`config.mk`:
```
export PLATFORM = sky130hd
export DESIGN_NAME = core_ma
export DESIGN_NICKNAME = d
export VERILOG_FILES = /design/src/rtl/core_ma_pkg.sv /design/src/rtl/core_ma_align.sv /design/src/rtl/core_ma.sv
export SDC_FILE = /design/constraint.sdc
export NUM_CORES = 1
export LEC_CHECK = 0
export ABC_AREA = 1
export BUFFER_PORTS_ARGS = -buffer_cell sky130_fd_sc_hd__clkbuf_2
export CAP_MARGIN = 10
export CELL_PAD_IN_SITES_DETAIL_PLACEMENT = 1
export CELL_PAD_IN_SITES_GLOBAL_PLACEMENT = 1
export CORE_MARGIN = 4
export CORE_UTILIZATION = 28
export CTS_CLUSTER_DIAMETER = 200
export CTS_CLUSTER_SIZE = 16
export DETAILED_ROUTE_END_ITERATION = 8
export GPL_TIMING_DRIVEN = 0
export PLACE_DENSITY = 0.8
export SLEW_MARGIN = 20
export SYNTH_ARGS = -nofsm -noshare
export SYNTH_HDL_FRONTEND = slang
export SYNTH_SLANG_ARGS = --single-unit
export TNS_END_PERCENT = 10
```
`constraint.sdc`:
```
create_clock -name clk -period 1.6 [get_ports clk]
set_clock_uncertainty 0.2 [all_clocks]
set_input_delay 0.16 -clock clk [delete_from_list [all_inputs] [get_ports clk]]
set_output_delay 0.16 -clock clk [all_outputs]
set_load 0.01 [all_outputs]
```
`src/rtl/core_ma_pkg.sv`:
```
// core_ma_pkg: shared types and constants for the memory-access stage
package core_ma_pkg;
   typedef enum logic [1:0] {MA_BYTE = 2'd0, MA_HALF = 2'd1, MA_WORD = 2'd2} ma_size_e;
   typedef enum logic {MA_IDLE, MA_WAIT} ma_state_e;
   localparam logic [31:0] MA_CAUSE_LD_MISALIGN = 32'd4;
   localparam logic [31:0] MA_CAUSE_ST_MISALIGN = 32'd6;
   function automatic ma_size_e to_size(input logic [1:0] op);
      return op == 2'd3 ? MA_WORD : ma_size_e'(op);
   endfunction
endpackage

```
`src/rtl/core_ma_align.sv`:
```
// core_ma_align: byte-lane formatting for stores, extraction/extension for loads, alignment check
module core_ma_align
   import core_ma_pkg::*;
(
   input  logic [1:0]  op_type,
   input  logic [1:0]  addr_lo,
   input  logic [31:0] st_data,
   output logic [31:0] st_wdata,
   output logic [3:0]  st_byte_en,
   output logic        misalign,
   input  ma_size_e    ld_size,
   input  logic [1:0]  ld_off,
   input  logic        ld_sign,
   input  logic [31:0] ld_rdata,
   output logic [31:0] ld_result
);
   ma_size_e    st_size;
   logic [31:0] sh;
   // replicate store data across lanes, pick enables, and extend the shifted load word
   always_comb begin
      st_size    = to_size(op_type);
      st_wdata   = st_size == MA_BYTE ? {4{st_data[7:0]}} : st_size == MA_HALF ? {2{st_data[15:0]}} : st_data;
      st_byte_en = st_size == MA_BYTE ? 4'b0001 << addr_lo : st_size == MA_HALF ? (addr_lo[1] ? 4'b1100 : 4'b0011) : 4'b1111;
      misalign   = st_size == MA_HALF ? addr_lo[0] : st_size == MA_WORD ? |addr_lo : 1'b0;
      sh         = ld_rdata >> {ld_off, 3'b000};
      ld_result  = ld_size == MA_BYTE ? {{24{ld_sign & sh[7]}}, sh[7:0]} :
                   ld_size == MA_HALF ? {{16{ld_sign & sh[15]}}, sh[15:0]} : sh;
   end
endmodule

```
`src/rtl/core_ma.sv`:
```
// core_ma: memory-access pipeline stage between EX/MEM and MA/WB
module core_ma
   import core_ma_pkg::*;
#(
   parameter int ADDR_W = 32,
   parameter int DATA_W = 32
) (
   input  logic              clk,
   input  logic              rest,
   input  logic              em_valid,
   output logic              em_ready,
   input  logic [DATA_W-1:0] em_reg_data_mem_addr,
   input  logic [DATA_W-1:0] em_csr_data_mem_data,
   input  logic              em_mem_read,
   input  logic              em_mem_write,
   input  logic [1:0]        em_mem_op_type,
   input  logic              em_mem_sign,
   input  logic [4:0]        em_rd,
   input  logic              em_reg_write,
   input  logic [11:0]       em_csr,
   input  logic              em_csr_write,
   output logic              bus_valid,
   input  logic              bus_ready,
   output logic              bus_write,
   output logic [ADDR_W-1:0] bus_addr,
   output logic [DATA_W-1:0] bus_wdata,
   output logic [3:0]        bus_byte_en,
   input  logic [DATA_W-1:0] bus_rdata,
   input  logic              bus_rvalid,
   output logic              mw_valid,
   output logic [4:0]        mw_rd,
   output logic              mw_reg_write,
   output logic [DATA_W-1:0] mw_reg_write_data,
   output logic              mw_mem_data_valid,
   output logic [11:0]       mw_csr,
   output logic              mw_csr_write,
   output logic [DATA_W-1:0] mw_csr_data,
   output logic              ma_misalign,
   output logic [31:0]       ma_cause,
   output logic [31:0]       ma_badaddr
);
   ma_state_e   state, state_n;
   ma_size_e    ld_size;
   logic [1:0]  ld_off;
   logic        ld_sign, misalign, is_mem, idle;
   logic [31:0] ld_result;

   core_ma_align u_align (
      .op_type    (em_mem_op_type),
      .addr_lo    (em_reg_data_mem_addr[1:0]),
      .st_data    (em_csr_data_mem_data),
      .st_wdata   (bus_wdata),
      .st_byte_en (bus_byte_en),
      .misalign   (misalign),
      .ld_size    (ld_size),
      .ld_off     (ld_off),
      .ld_sign    (ld_sign),
      .ld_rdata   (bus_rdata),
      .ld_result  (ld_result)
   );

   // handshake, bus request and next-state decode
   always_comb begin
      is_mem    = em_mem_read | em_mem_write;
      idle      = state == MA_IDLE && !rest;
      bus_valid = idle & em_valid & is_mem & !misalign;
      em_ready  = idle & em_valid & (!is_mem | misalign | bus_ready);
      bus_write = em_mem_write;
      bus_addr  = {em_reg_data_mem_addr[ADDR_W-1:2], 2'b00};
      state_n   = state == MA_IDLE ? (bus_valid && bus_ready && !em_mem_write ? MA_WAIT : MA_IDLE)
                                   : (bus_rvalid ? MA_IDLE : MA_WAIT);
   end

   // state register
   always_ff @(posedge clk) begin
      if (rest) state <= MA_IDLE;
      else      state <= state_n;
   end

   // MA/WB register, latched load format and misalignment report
   always_ff @(posedge clk) begin
      if (rest) begin
         mw_valid          <= 1'b0;
         mw_rd             <= '0;
         mw_reg_write      <= 1'b0;
         mw_reg_write_data <= '0;
         mw_mem_data_valid <= 1'b1;
         mw_csr            <= '0;
         mw_csr_write      <= 1'b0;
         mw_csr_data       <= '0;
         ma_misalign       <= 1'b0;
         ma_cause          <= '0;
         ma_badaddr        <= '0;
         ld_size           <= MA_WORD;
         ld_off            <= '0;
         ld_sign           <= 1'b0;
      end else if (state == MA_IDLE) begin
         ma_misalign  <= 1'b0;
         mw_valid     <= 1'b0;
         mw_reg_write <= 1'b0;
         mw_csr_write <= 1'b0;
         if (em_ready && !is_mem) begin
            mw_valid          <= 1'b1;
            mw_rd             <= em_rd;
            mw_reg_write      <= em_reg_write;
            mw_reg_write_data <= em_reg_data_mem_addr;
            mw_mem_data_valid <= 1'b1;
            mw_csr            <= em_csr;
            mw_csr_write      <= em_csr_write;
            mw_csr_data       <= em_csr_data_mem_data;
         end else if (em_ready && misalign) begin
            ma_misalign <= 1'b1;
            ma_cause    <= em_mem_write ? MA_CAUSE_ST_MISALIGN : MA_CAUSE_LD_MISALIGN;
            ma_badaddr  <= em_reg_data_mem_addr;
         end else if (em_ready && em_mem_write) begin
            mw_valid <= 1'b1;
         end else if (em_ready) begin
            ld_off            <= em_reg_data_mem_addr[1:0];
            ld_size           <= to_size(em_mem_op_type);
            ld_sign           <= em_mem_sign;
            mw_rd             <= em_rd;
            mw_reg_write      <= em_reg_write;
            mw_mem_data_valid <= 1'b0;
         end
      end else if (bus_rvalid) begin
         mw_reg_write_data <= ld_result;
         mw_mem_data_valid <= 1'b1;
         mw_valid          <= 1'b1;
      end
   end
endmodule

```
==> results_dict.tcl <==
set metrics [dict create \
    dp.cells 1694 \
    start_util 0.288 \
    die_width_um 167 \
    clkTransAtPathRegs_ns 0.06 \
    holdPathStages 3 \
    dp.final_hpwl_um 25500 \
    avgSynthCellArea_um2 6.87 \
    violations "negative hold slack, negative setup slack" \
    async_reset_ff_frac 0 \
    irDropWorstVdd_mv 0.444 \
    hold_path.class "input pin to register" \
    grt_pass1_wl_um 53400 \
    yosys-top-cells-area "dfxtp_1 36%, nand2_1 16%, buf_4 8.7%" \
    final_nets 1614 \
    holdCritStartpoint "em_reg_data_mem_addr[1]" \
    gr-usage-all-layers 0.241 \
    p_leak_nw 5.63 \
    syn_inst 1027 \
    drcViolationCount 0 \
    tightest_slew_ns 0.698 \
    numCtsBuffers 17 \
    reg2reg_from "state" \
    end_kind "output pin" \
    synthAdderAreaFrac 0 \
    synth_top_family_by_area "simple AND/OR/NAND/NOR gates" \
    root_buffer "clkbuf_16" \
    ys_ff_latch 126 \
    routed_wl_um 34800 \
    fin_cells 1827 \
    cp_max_fo 5 \
    synthToLayoutAreaGrowth_pct 56.0 \
    drv_cap 0 \
    final_layout_size_suffix_gt1_frac 0.387 \
    fp.coreArea_um2 24500 \
    die_area_um2 27800 \
    synth.cell_area_um2 7060 \
    synth_compound_area_frac 0.142 \
    grt_overflow 0 \
    via_count 8671 \
    cts_tree "built" \
    yosys.area.top_type "dfxtp_1" \
    r2r_slack_ns -0.02 \
    period_needed_ns 1.63 \
    synth_top_cells_by_count "305 x nand2_1, 126 x dfxtp_1, 85 x nand3_1" \
    dpl_worst_slack_ns -0.502 \
    synth_top_area_share 0.358 \
    setup_viol 10 \
    reg2reg_to "mw_reg_write_data[14]" \
    yosysMostFrequentCell "nand2_1" \
    hold-path-endpoint "ma_badaddr[1]" \
    h-tree-depth 4 \
    critical_path_class "register to output pin" \
    synth_xor_area_frac 0 \
    vias_per_cell 4.75 \
    fin_ws_ns -0.0313 \
    required_ns 1.24 \
    post-route-period-util 1.02 \
    synth.distinct_cells 32 \
    io_pins 346 \
    grt_pass1_vias 9335 \
    grt_max_degree 17 \
    io_buffers 312 \
    cp.arrival_ns 1.27 \
    synth-warning-count 0 \
    whs_ns -0.00112 \
    fillCellCount 3183 \
    clock_path_buffers 2 \
    cp-start-kind "register" \
    cts_sinks 126 \
    synth_mux_area_frac 0 \
    drt_first_pass_iters 5 \
    total_power_mw 8.96 \
    fmax_mhz 613 \
    die_h_um 167 \
    status "finished with violations" \
    synth_edf_count 0 \
    tns_ns -0.135 \
    relSlewSlack 0.534 \
    report.final.slew_viol_count 0 \
    grt_setup_unrepaired "true" \
    yosysSeqAreaShare 0.358 \
    rr_worst_depth 8 \
    synthSimpleGateAreaFrac 0.329 \
    drtIter0Drc 316 \
    routedWlPerCell_um 19.0 \
    rows 57 \
    synth-main-ff-cell "dfxtp_1" \
    antenna_found_initial 1 \
    hold_viol 1 \
    gp_congestion 0.954 \
    power_density_nw_per_um2 815 \
    drtAntennaViolNets 0 \
    insertion_delay_ns 0.41 \
]
kinds of logic after synthesis:
kind of cell,Yosys count
compound gates,179
flops,126
buf+inv,209
other cells,1
simple gates,512
metal layers:
layer | up-vias | GRT usage | part of all wire
met1 | 4130 | 0.269 | 0.39
met3 | 74 | 0.0647 | 0.067
met2 | 339 | 0.438 | 0.50
met5 | - | 0 | 0
met4 | 0 | 0.0904 | 0.040
li1 | 4128 | - | -
where the power goes:
| group | internal [mW] | leakage, nW | switching [mW] |
|---|---|---|---|
| clock network | 2.16 | 0.272 | 1.63 |
| registers | 3.25 | 1.02 | 0.0666 |
| logic | 0.802 | 4.33 | 1.06 |
worst max-delay path, cell delays in order (launching register included):
cell and delay (ns):
dfxtp_4 0.38, nor2_4 0.12, nand2_4 0.08, clkinv_4 0.06, buf_6 0.09, clkbuf_2 0.13
sequential cells by signal, indices dropped and copies added (netlist names):
register           count
mw_mem_data_valid      1
mw_valid               1
ma_misalign            1
mw_reg_write           1
mw_csr                12
mw_csr_data           32
ma_cause               2
mw_reg_write_data     32
ld_size                2
ld_off                 2
mw_csr_write           1
ma_badaddr            32
ld_sign                1
mw_rd                  5
state                  1
worst max path at each step:
stage,startpoint,depth (start not counted),to
finish,state,5,em_ready
global placement,em_mem_op_type[1],6,bus_wdata[26]
global route,state,8,mw_reg_write_data[14]
CTS,state,7,mw_reg_write_data[15]
floorplan,ld_off[1],10,mw_reg_write_data[16]
detailed placement,em_mem_op_type[1],6,bus_wdata[26]
cells in the final DEF, fill, tap and decap left out, drive strengths merged:
cell	instances
nor3	1
bufinv	1
o211ai	8
nand2	314
buf	134
clkinv	9
inv	75
clkinvlp	3
or2	2
dfxtp	126
clkbuf	343
nor2	81
diode	1
nand3	111
a21oi	90
conb	32
a31oi	7
o21ai	73
nand4	3
dlygate4sd3	88
o22ai	1
final cells by class:
| cell class | count | area, µm² | share of cell area |
|---|---|---|---|
| Tap cell | 324 | 405 | 0.0368 |
| Antenna cell | 1 | 2.50 | 0.000227 |
| Sequential cell | 126 | 2530 | 0.230 |
| Multi-Input combinational cell | 723 | 3560 | 0.323 |
| Inverter | 73 | 298 | 0.0271 |
| Clock buffer | 17 | 425 | 0.0387 |
| Clock inverter | 15 | 140 | 0.0127 |
| Timing Repair Buffer | 412 | 2600 | 0.236 |
| Buffer | 136 | 1050 | 0.0951 |
what timing repair did:
action / 4_1_cts / 5_1_grt
buffers inserted: 4 / 7
gates resized for setup: 26 / 97
hold buffers: 88 / 0
endpoints found under the setup margin: 126 / 117
cloned: 0 / 1
pin swaps: 4 / 11
endpoints found under the hold margin: 109 / 0
through the flow:
step | instance area (µm²) | utilization | hold slack [ns]
floorplan | 7170 | - | 0.0949
global placement | 9140 | 0.373 | 0.186
detailed placement | 9140 | 0.373 | 0.190
CTS | 10700 | 0.436 | 0.00157
global route | 11000 | 0.448 | 0.00614
finish | 11000 | 0.448 | -0.00112
Power figures use the tool's default switching activity.
